File: src/rtl/riscv_multicycle_control_pkg.sv
// ============================================================================
// riscv_multicycle_control_pkg : opcodes, FSM states, opcode classes and codes
// Rev 1.0
// ============================================================================
`default_nettype none

package riscv_multicycle_control_pkg;

   localparam logic [6:0] OP_OP     = 7'b0110011;
   localparam logic [6:0] OP_IMM    = 7'b0010011;
   localparam logic [6:0] OP_32     = 7'b0111011;
   localparam logic [6:0] OP_IMM_32 = 7'b0011011;
   localparam logic [6:0] OP_LOAD   = 7'b0000011;
   localparam logic [6:0] OP_STORE  = 7'b0100011;
   localparam logic [6:0] OP_BRANCH = 7'b1100011;
   localparam logic [6:0] OP_JAL    = 7'b1101111;
   localparam logic [6:0] OP_JALR   = 7'b1100111;
   localparam logic [6:0] OP_LUI    = 7'b0110111;
   localparam logic [6:0] OP_AUIPC  = 7'b0010111;

   typedef enum logic [2:0] {
      ST_FETCH   = 3'd0,
      ST_DECODE  = 3'd1,
      ST_EXECUTE = 3'd2,
      ST_MEM     = 3'd3,
      ST_WB      = 3'd4,
      ST_TRAP    = 3'd5
   } state_t;

   typedef enum logic [3:0] {
      CLS_ALU_REG = 4'd0,
      CLS_ALU_IMM = 4'd1,
      CLS_LOAD    = 4'd2,
      CLS_STORE   = 4'd3,
      CLS_BRANCH  = 4'd4,
      CLS_JAL     = 4'd5,
      CLS_JALR    = 4'd6,
      CLS_LUI     = 4'd7,
      CLS_AUIPC   = 4'd8,
      CLS_ILLEGAL = 4'd15
   } op_class_t;

   localparam logic [1:0] WB_ALU  = 2'b00;
   localparam logic [1:0] WB_LOAD = 2'b01;
   localparam logic [1:0] WB_PC4  = 2'b10;
   localparam logic [1:0] WB_IMM  = 2'b11;

   localparam logic [1:0] TC_NONE    = 2'b00;
   localparam logic [1:0] TC_ILLEGAL = 2'b01;
   localparam logic [1:0] TC_IMEM    = 2'b10;
   localparam logic [1:0] TC_DMEM    = 2'b11;

   // Classes whose ALU B operand is the immediate rather than rs2.
   function automatic logic class_uses_imm(input op_class_t cls);
      return (cls == CLS_ALU_IMM) || (cls == CLS_LOAD) || (cls == CLS_STORE) ||
             (cls == CLS_JALR) || (cls == CLS_LUI) || (cls == CLS_AUIPC);
   endfunction

endpackage

`default_nettype wire

File: src/rtl/riscv_multicycle_control_decoder.sv
// ============================================================================
// riscv_multicycle_control_decoder : combinational RV64I opcode classifier
// Rev 1.0
// ============================================================================
`default_nettype none

module riscv_multicycle_control_decoder
   import riscv_multicycle_control_pkg::*;
(
   input  logic [6:0] opcode,
   output op_class_t  op_class,
   output logic       legal,
   output logic       is_mem,
   output logic       is_store,
   output logic       writes_rd
);

   always_comb begin
      op_class = CLS_ILLEGAL;
      case (opcode)
         OP_OP, OP_32:         op_class = CLS_ALU_REG;
         OP_IMM, OP_IMM_32:    op_class = CLS_ALU_IMM;
         OP_LOAD:              op_class = CLS_LOAD;
         OP_STORE:             op_class = CLS_STORE;
         OP_BRANCH:            op_class = CLS_BRANCH;
         OP_JAL:               op_class = CLS_JAL;
         OP_JALR:              op_class = CLS_JALR;
         OP_LUI:               op_class = CLS_LUI;
         OP_AUIPC:             op_class = CLS_AUIPC;
         default:              op_class = CLS_ILLEGAL;
      endcase
   end

   assign legal     = (op_class != CLS_ILLEGAL);
   assign is_mem    = (op_class == CLS_LOAD) || (op_class == CLS_STORE);
   assign is_store  = (op_class == CLS_STORE);
   assign writes_rd = legal && (op_class != CLS_STORE) && (op_class != CLS_BRANCH);

endmodule

`default_nettype wire

File: src/rtl/riscv_multicycle_control.sv
// ============================================================================
// riscv_multicycle_control : multi-cycle RV64I sequencer (FETCH..WB, TRAP)
// Optional counters built when CTRL_PERF_CNT_EN is defined.  Rev 1.0
// ============================================================================
`default_nettype none

module riscv_multicycle_control
   import riscv_multicycle_control_pkg::*;
#(
   parameter int MEM_TIMEOUT = 255,
   parameter int CNT_W       = 64
)(
   input  logic             CLK,
   input  logic             RST,
   input  logic [6:0]       opcode,
   input  logic [2:0]       func,
   input  logic             imem_ready,
   input  logic             dmem_ready,
   output logic             imem_req,
   output logic             dmem_req,
   output logic             dmem_we,
   output logic             ir_load,
   output logic             pc_load,
   output logic             pc_next_sel,
   output logic             pc_adder_sel,
   output logic             alu_src_b,
   output logic             rf_we,
   output logic [1:0]       wb_sel,
   output logic             trap,
   output logic [1:0]       trap_cause,
   output logic [CNT_W-1:0] cycle_cnt,
   output logic [CNT_W-1:0] instret_cnt
);

   localparam int TW = (MEM_TIMEOUT < 2) ? 1 : $clog2(MEM_TIMEOUT + 1);

   state_t        state, state_nxt;
   logic [TW-1:0] tmo_cnt, tmo_cnt_nxt;
   logic          trap_nxt;
   logic [1:0]    trap_cause_nxt;
   logic          tmo_hit;

   op_class_t     op_class;
   logic          legal, is_mem, is_store, writes_rd;

   // func only feeds the PC block's branch compare; it never steers sequencing.
   logic unused_func;
   assign unused_func = ^func;

   riscv_multicycle_control_decoder u_dec (
      .opcode    (opcode),
      .op_class  (op_class),
      .legal     (legal),
      .is_mem    (is_mem),
      .is_store  (is_store),
      .writes_rd (writes_rd)
   );

   // The limit cycle still honours a ready arriving in that same cycle.
   assign tmo_hit = (MEM_TIMEOUT != 0) && (tmo_cnt == TW'(MEM_TIMEOUT));

   always_ff @(posedge CLK) begin
      if (!RST) begin
         state      <= ST_FETCH;
         tmo_cnt    <= '0;
         trap       <= 1'b0;
         trap_cause <= TC_NONE;
      end else begin
         state      <= state_nxt;
         tmo_cnt    <= tmo_cnt_nxt;
         trap       <= trap_nxt;
         trap_cause <= trap_cause_nxt;
      end
   end

   always_comb begin
      state_nxt      = state;
      tmo_cnt_nxt    = tmo_cnt;
      trap_nxt       = trap;
      trap_cause_nxt = trap_cause;
      imem_req       = 1'b0;
      dmem_req       = 1'b0;
      dmem_we        = 1'b0;
      ir_load        = 1'b0;
      pc_load        = 1'b0;
      pc_next_sel    = 1'b0;
      pc_adder_sel   = 1'b0;
      alu_src_b      = 1'b0;
      rf_we          = 1'b0;
      wb_sel         = WB_ALU;

      // Outputs stay quiet while reset is asserted so an aborted instruction never retires.
      if (RST) begin
         if (state == ST_EXECUTE || state == ST_MEM || state == ST_WB) begin
            alu_src_b    = class_uses_imm(op_class);
            pc_next_sel  = (op_class == CLS_JAL) || (op_class == CLS_JALR);
            pc_adder_sel = (op_class == CLS_JAL) || (op_class == CLS_BRANCH);
            case (op_class)
               CLS_LOAD:          wb_sel = WB_LOAD;
               CLS_JAL, CLS_JALR: wb_sel = WB_PC4;
               CLS_LUI:           wb_sel = WB_IMM;
               default:           wb_sel = WB_ALU;
            endcase
         end

         case (state)
            ST_FETCH: begin
               imem_req = 1'b1;
               if (imem_ready) begin
                  ir_load   = 1'b1;
                  state_nxt = ST_DECODE;
               end else if (tmo_hit) begin
                  state_nxt      = ST_TRAP;
                  trap_nxt       = 1'b1;
                  trap_cause_nxt = TC_IMEM;
               end else if (MEM_TIMEOUT != 0) begin
                  tmo_cnt_nxt = tmo_cnt + TW'(1);
               end
            end
            ST_DECODE: begin
               if (!legal) begin
                  state_nxt      = ST_TRAP;
                  trap_nxt       = 1'b1;
                  trap_cause_nxt = TC_ILLEGAL;
               end else begin
                  state_nxt = ST_EXECUTE;
               end
            end
            ST_EXECUTE: begin
               if (is_mem) begin
                  state_nxt   = ST_MEM;
                  tmo_cnt_nxt = '0;
               end else begin
                  state_nxt = ST_WB;
               end
            end
            ST_MEM: begin
               dmem_req = 1'b1;
               dmem_we  = is_store;
               if (dmem_ready) begin
                  state_nxt = ST_WB;
               end else if (tmo_hit) begin
                  state_nxt      = ST_TRAP;
                  trap_nxt       = 1'b1;
                  trap_cause_nxt = TC_DMEM;
               end else if (MEM_TIMEOUT != 0) begin
                  tmo_cnt_nxt = tmo_cnt + TW'(1);
               end
            end
            ST_WB: begin
               pc_load     = 1'b1;
               rf_we       = writes_rd;
               state_nxt   = ST_FETCH;
               tmo_cnt_nxt = '0;
            end
            ST_TRAP: begin
               state_nxt = ST_TRAP;
            end
            default: begin
               state_nxt = ST_FETCH;
            end
         endcase
      end
   end

`ifdef CTRL_PERF_CNT_EN
   logic [CNT_W-1:0] cyc_q, ret_q;

   always_ff @(posedge CLK) begin
      if (!RST) begin
         cyc_q <= '0;
         ret_q <= '0;
      end else begin
         cyc_q <= cyc_q + CNT_W'(1);
         if (pc_load) begin
            ret_q <= ret_q + CNT_W'(1);
         end
      end
   end

   assign cycle_cnt   = cyc_q;
   assign instret_cnt = ret_q;
`else
   assign cycle_cnt   = '0;
   assign instret_cnt = '0;
`endif

endmodule

`default_nettype wire

File: config.mk
export PLATFORM = sky130hd
export DESIGN_NAME = riscv_multicycle_control
export DESIGN_NICKNAME = d
export VERILOG_FILES = /design/src/rtl/riscv_multicycle_control_pkg.sv /design/src/rtl/riscv_multicycle_control_decoder.sv /design/src/rtl/riscv_multicycle_control.sv
export SDC_FILE = /design/constraint.sdc
export NUM_CORES = 1
export LEC_CHECK = 0
export ABC_CLOCK_PERIOD_IN_PS = 1530
export BUFFER_PORTS_ARGS = -buffer_cell sky130_fd_sc_hd__buf_2
export CAP_MARGIN = 15
export CORE_UTILIZATION = 35
export CTS_CLUSTER_DIAMETER = 60
export CTS_CLUSTER_SIZE = 10
export DETAILED_ROUTE_END_ITERATION = 8
export PLACE_DENSITY = 0.74
export REMOVE_ABC_BUFFERS = 1
export SKIP_LAST_GASP = 1
export SLEW_MARGIN = 5
export SYNTH_ARGS = -nofsm -noshare
export SYNTH_HDL_FRONTEND = slang
export SYNTH_SLANG_ARGS = --single-unit
File: constraint.sdc
create_clock -name CLK -period 1.53 [get_ports CLK]
set_input_delay 0.0765 -clock CLK [delete_from_list [all_inputs] [get_ports CLK]]
set_output_delay 0.0765 -clock CLK [all_outputs]
set_load 0.005 [all_outputs]
==> flow_summary.json <==
{
  "multiInputGateArea_um2": 1455,
  "achievable-frequency_mhz": 570.1,
  "grt_pass1_wl_um": 5899,
  "ys_seq_area_frac": 0.1345,
  "maxUsedRoutingLayer": "met4",
  "share_of_layout_cells_above_drive_strength_1": 0.3353,
  "fp.dieW_um": 79.18,
  "drt_pass1_iterations": 4,
  "tritoncts": "built",
  "yosys.area_share.adder": 0.006002,
  "synthesis.area_um2": 2084,
  "largest_family_of_logic_cells_by_synthesized_area": "buffers and inverters",
  "numPortBuffers": 24,
  "yosys_register_bits": 14,
  "synth.distinct_cells": 52,
  "power_per_cell_area_nw_per_um2": 503.4,
  "path_clk_slew_ns": 0.06,
  "fin_ws_ns": -0.2239,
  "wl_met1_um": 1641,
  "comb_pwr_share": 0.364,
  "finalCoreUtilization": 0.4261,
  "timing.critical_path.slowest_stage_cell": "sky130_fd_sc_hd__or3b_4",
  "wl_um": 4214,
  "boundaryPins": 156,
  "netSwitchingFraction": 0.3444,
  "antenna_violating_nets_post_route": 0,
  "initialDrtViolationCount": 55,
  "globalplace.congestion": 0.8857,
  "num_antenna_cells": 0,
  "clock_skew_ns": 0.001467,
  "finalHoldViolations": 0,
  "timing_worst_setup_path_type": "reg -> out",
  "final-setup-viol-count": 16,
  "timing.reg2reg.setup_slack_ns": -0.19,
  "grt_antenna_before_repair": 0,
  "yosys_warnings": 0,
  "clock_power_share": 0.307,
  "timing.hold.worst.class": "in -> reg",
  "initial_util": 0.3717,
  "violations": "negative setup slack",
  "cpPeakStageDelay_ns": 0.41,
  "wl_per_cell_um": 10.30,
  "synthTopCellsByCount": "sky130_fd_sc_hd__buf_4 (128), sky130_fd_sc_hd__dfxtp_1 (14), sky130_fd_sc_hd__nand2_1 (13)",
  "slew_viol_final": 0,
  "p_leak_nw": 1.203,
  "max_cap_viol_count": 0,
  "syn_inst": 275,
  "cell_area_after_layout_um2": 2390,
  "fillerInstances": 562,
  "startpoint_type": "flop",
  "synth_async_sr_flop_share": 0,
  "latest_clock_arrival_within_the_worst_skew_pair_ns": 0.25,
  "synth_most_common_cell": "sky130_fd_sc_hd__buf_4",
  "cell_area_after_placement_um2": 2011,
  "yosys-mux-area-fraction": 0.004802,
  "clk_root_buffer_cell": "sky130_fd_sc_hd__clkbuf_8",
  "cell_internal_pwr_mw": 0.7887,
  "timing.critical_path.cells": "or3b_4 -> o21ai_4 -> and3_4 -> nand2_4 -> a211oi_2 -> buf_2",
  "nets": 353,
  "p_switching_mw": 0.4143,
  "yosysTopAreaCell": "sky130_fd_sc_hd__buf_4",
  "dpl.hpwl_um": 3028,
  "num_rows": 27,
  "post-route-drc-count": 0,
  "worstPathMaxFanout": 5,
  "ctsHtreeMaxLevel": 1,
  "period_needed_ns": 1.754,
  "tritoncts.num_buffers": 3,
  "holdCritStartpoint": "RST",
  "via_count_of_the_first_global_routing_pass": 1351,
  "avgViaCountPerCell": 4.176,
  "met3RoutedLength_um": 343,
  "area_share_of_xor_xnor_cells_in_the_synthesized_design": 0.01261,
  "worst_setup_path_end_kind": "primary output",
  "cts.sinks": 14,
  "regArea_um2": 291.5,
  "post_synth_main_area_contributors": "sky130_fd_sc_hd__buf_4 (46%), sky130_fd_sc_hd__dfxtp_1 (13%), sky130_fd_sc_hd__nand2_1 (2.3%)",
  "sequential_power_share": 0.328,
  "global_route.overflow_total": 0,
  "p_total_mw": 1.203,
  "die_h_um": 79.18,
  "fin_crit_sh": 1.146,
  "fin_hold_ws_ns": 0.1895,
  "synth_area_per_cell_um2": 7.580,
  "areaGrowthSynthToFinish_pct": 14.65,
  "setup_repair_after_global_routing_missed_its_margin": "yes",
  "synth_ff_type": "sky130_fd_sc_hd__dfxtp_1",
  "worst_ep_required_time_ns": 1.45,
  "synth_edf_count": 0,
  "groute.usage.overall": 0.1180,
  "worst_r2r_startpoint": "state[2]$_SDFF_PN0_",
  "cts-root-to-sink-buffers": 2,
  "dr_total_vias": 1708,
  "outcome": "complete, but fails checks",
  "setup.worst_path.start": "state[1]$_SDFF_PN0_",
  "met2RoutedLength_um": 2117,
  "area_share_of_the_largest_cell_type_after_synthesis": 0.4610,
  "die_area_um2": 6269,
  "synth_compound_gate_area_share": 0.1537,
  "grt_start_max_net_pins": 15,
  "core_area_um2": 5608,
  "tns_ns": -1.859,
  "peakVddDrop_mv": 0.2136,
  "arrival_ns": 1.68,
  "yosys.area_share.simple": 0.1939
}
worst max-delay path: cells and delay by family (launching register included):
family          cells  cell delay (ns)
simple gates        3             0.68
buf+inv             1             0.14
flops               1             0.36
compound gates      2             0.23
routing by layer:
metal | vias up | GRT usage
met2 | 111 | 0.2112
li1 | 800 | -
met5 | - | 0
met3 | 11 | 0.02184
met1 | 786 | 0.1341
met4 | 0 | 0.05455
kinds of logic (layout without fill, tap and decap cells):
logic type	Yosys count	after routing
multiplexers	1	1
XOR/XNOR	3	3
AND/OR/NAND/NOR	69	69
AO/OA/AOI/OAI	45	45
flip-flops	14	14
other	1	128
buffers and inverters	141	76
adder cells (fa/ha/maj)	1	1
area by class of cell:
type / count / area share
clock buffers: 4 / 0.02304
repair buffers: 67 / 0.1995
well taps: 72 / 0.03770
flip-flops and latches: 14 / 0.1220
multi-input cells: 247 / 0.6089
inverters: 5 / 0.008901
layout by cell type, fill, tap and decap left out, types with 2 or more instances in the layout:
master | Yosys | layout
sky130_fd_sc_hd__a21oi_1 | 9 | 7
sky130_fd_sc_hd__a21oi_2 | 0 | 2
sky130_fd_sc_hd__and2_1 | 5 | 3
sky130_fd_sc_hd__and2_4 | 0 | 2
sky130_fd_sc_hd__and3_4 | 0 | 3
sky130_fd_sc_hd__and4_1 | 2 | 2
sky130_fd_sc_hd__buf_2 | 1 | 24
sky130_fd_sc_hd__buf_4 | 128 | 34
sky130_fd_sc_hd__buf_6 | 2 | 9
sky130_fd_sc_hd__clkbuf_8 | 0 | 4
sky130_fd_sc_hd__conb_1 | 1 | 128
sky130_fd_sc_hd__dfxtp_1 | 14 | 9
sky130_fd_sc_hd__dfxtp_2 | 0 | 3
sky130_fd_sc_hd__dfxtp_4 | 0 | 2
sky130_fd_sc_hd__inv_1 | 5 | 3
sky130_fd_sc_hd__nand2_1 | 13 | 11
sky130_fd_sc_hd__nand2b_1 | 2 | 2
sky130_fd_sc_hd__nand3_1 | 7 | 6
sky130_fd_sc_hd__nand4_1 | 2 | 2
sky130_fd_sc_hd__nor2_1 | 11 | 7
sky130_fd_sc_hd__nor2_4 | 0 | 3
sky130_fd_sc_hd__nor2b_1 | 5 | 3
sky130_fd_sc_hd__nor2b_4 | 0 | 2
sky130_fd_sc_hd__nor3_1 | 5 | 3
sky130_fd_sc_hd__o211a_1 | 2 | 2
sky130_fd_sc_hd__o21a_1 | 4 | 4
sky130_fd_sc_hd__o21ai_0 | 8 | 6
sky130_fd_sc_hd__o22ai_1 | 2 | 2
sky130_fd_sc_hd__o31ai_1 | 2 | 2
sky130_fd_sc_hd__o32ai_1 | 2 | 2
sky130_fd_sc_hd__or3_1 | 5 | 5
sky130_fd_sc_hd__or3b_4 | 0 | 2
sky130_fd_sc_hd__xor2_1 | 2 | 2
sequential cells by signal, summed over array words and instances, names as in the netlist:
signal	cells
trap	1
trap_cause	2
tmo_cnt	8
state	3
repair_timing:
item / 4_1_cts / 5_1_grt
setup buffers: 8 / 2
endpoints found under the setup margin: 22 / 23
pin swaps: 16 / 11
gates resized for setup: 41 / 24
endpoints found under the hold margin: 0 / 0
hold buffers: 0 / 0
stage by stage:
stage                     worst slack (ns)  instances
after detailed placement           -0.1948        395
after CTS                          -0.2173        407
after global placement             -0.1723        395
final                              -0.2239        409
after global routing               -0.2711        409
after floorplan                    -0.2824        266
final timing paths:
kind | end | cells after the start
worst max-delay path | wb_sel[1] | 6
worst min-delay path | state[0]$_SDFF_PN0_ | 2
worst max register to register | tmo_cnt[5]$_SDFFE_PN0P_ | 6
worst min register to register | trap$_SDFFE_PN0P_ | 1
power groups by stage:
| stage | logic [mW] | registers (mW) | clock network, mW |
|---|---|---|---|
| floorplan | 0.192 | 0.410 | 0 |
| global placement | 0.335 | 0.398 | 0 |
| detailed placement | 0.343 | 0.400 | 0 |
| CTS | 0.388 | 0.394 | 0.375 |
| global route | 0.490 | 0.396 | 0.398 |
| finish | 0.438 | 0.395 | 0.370 |
Note: power is estimated with default switching activity, not from simulation.
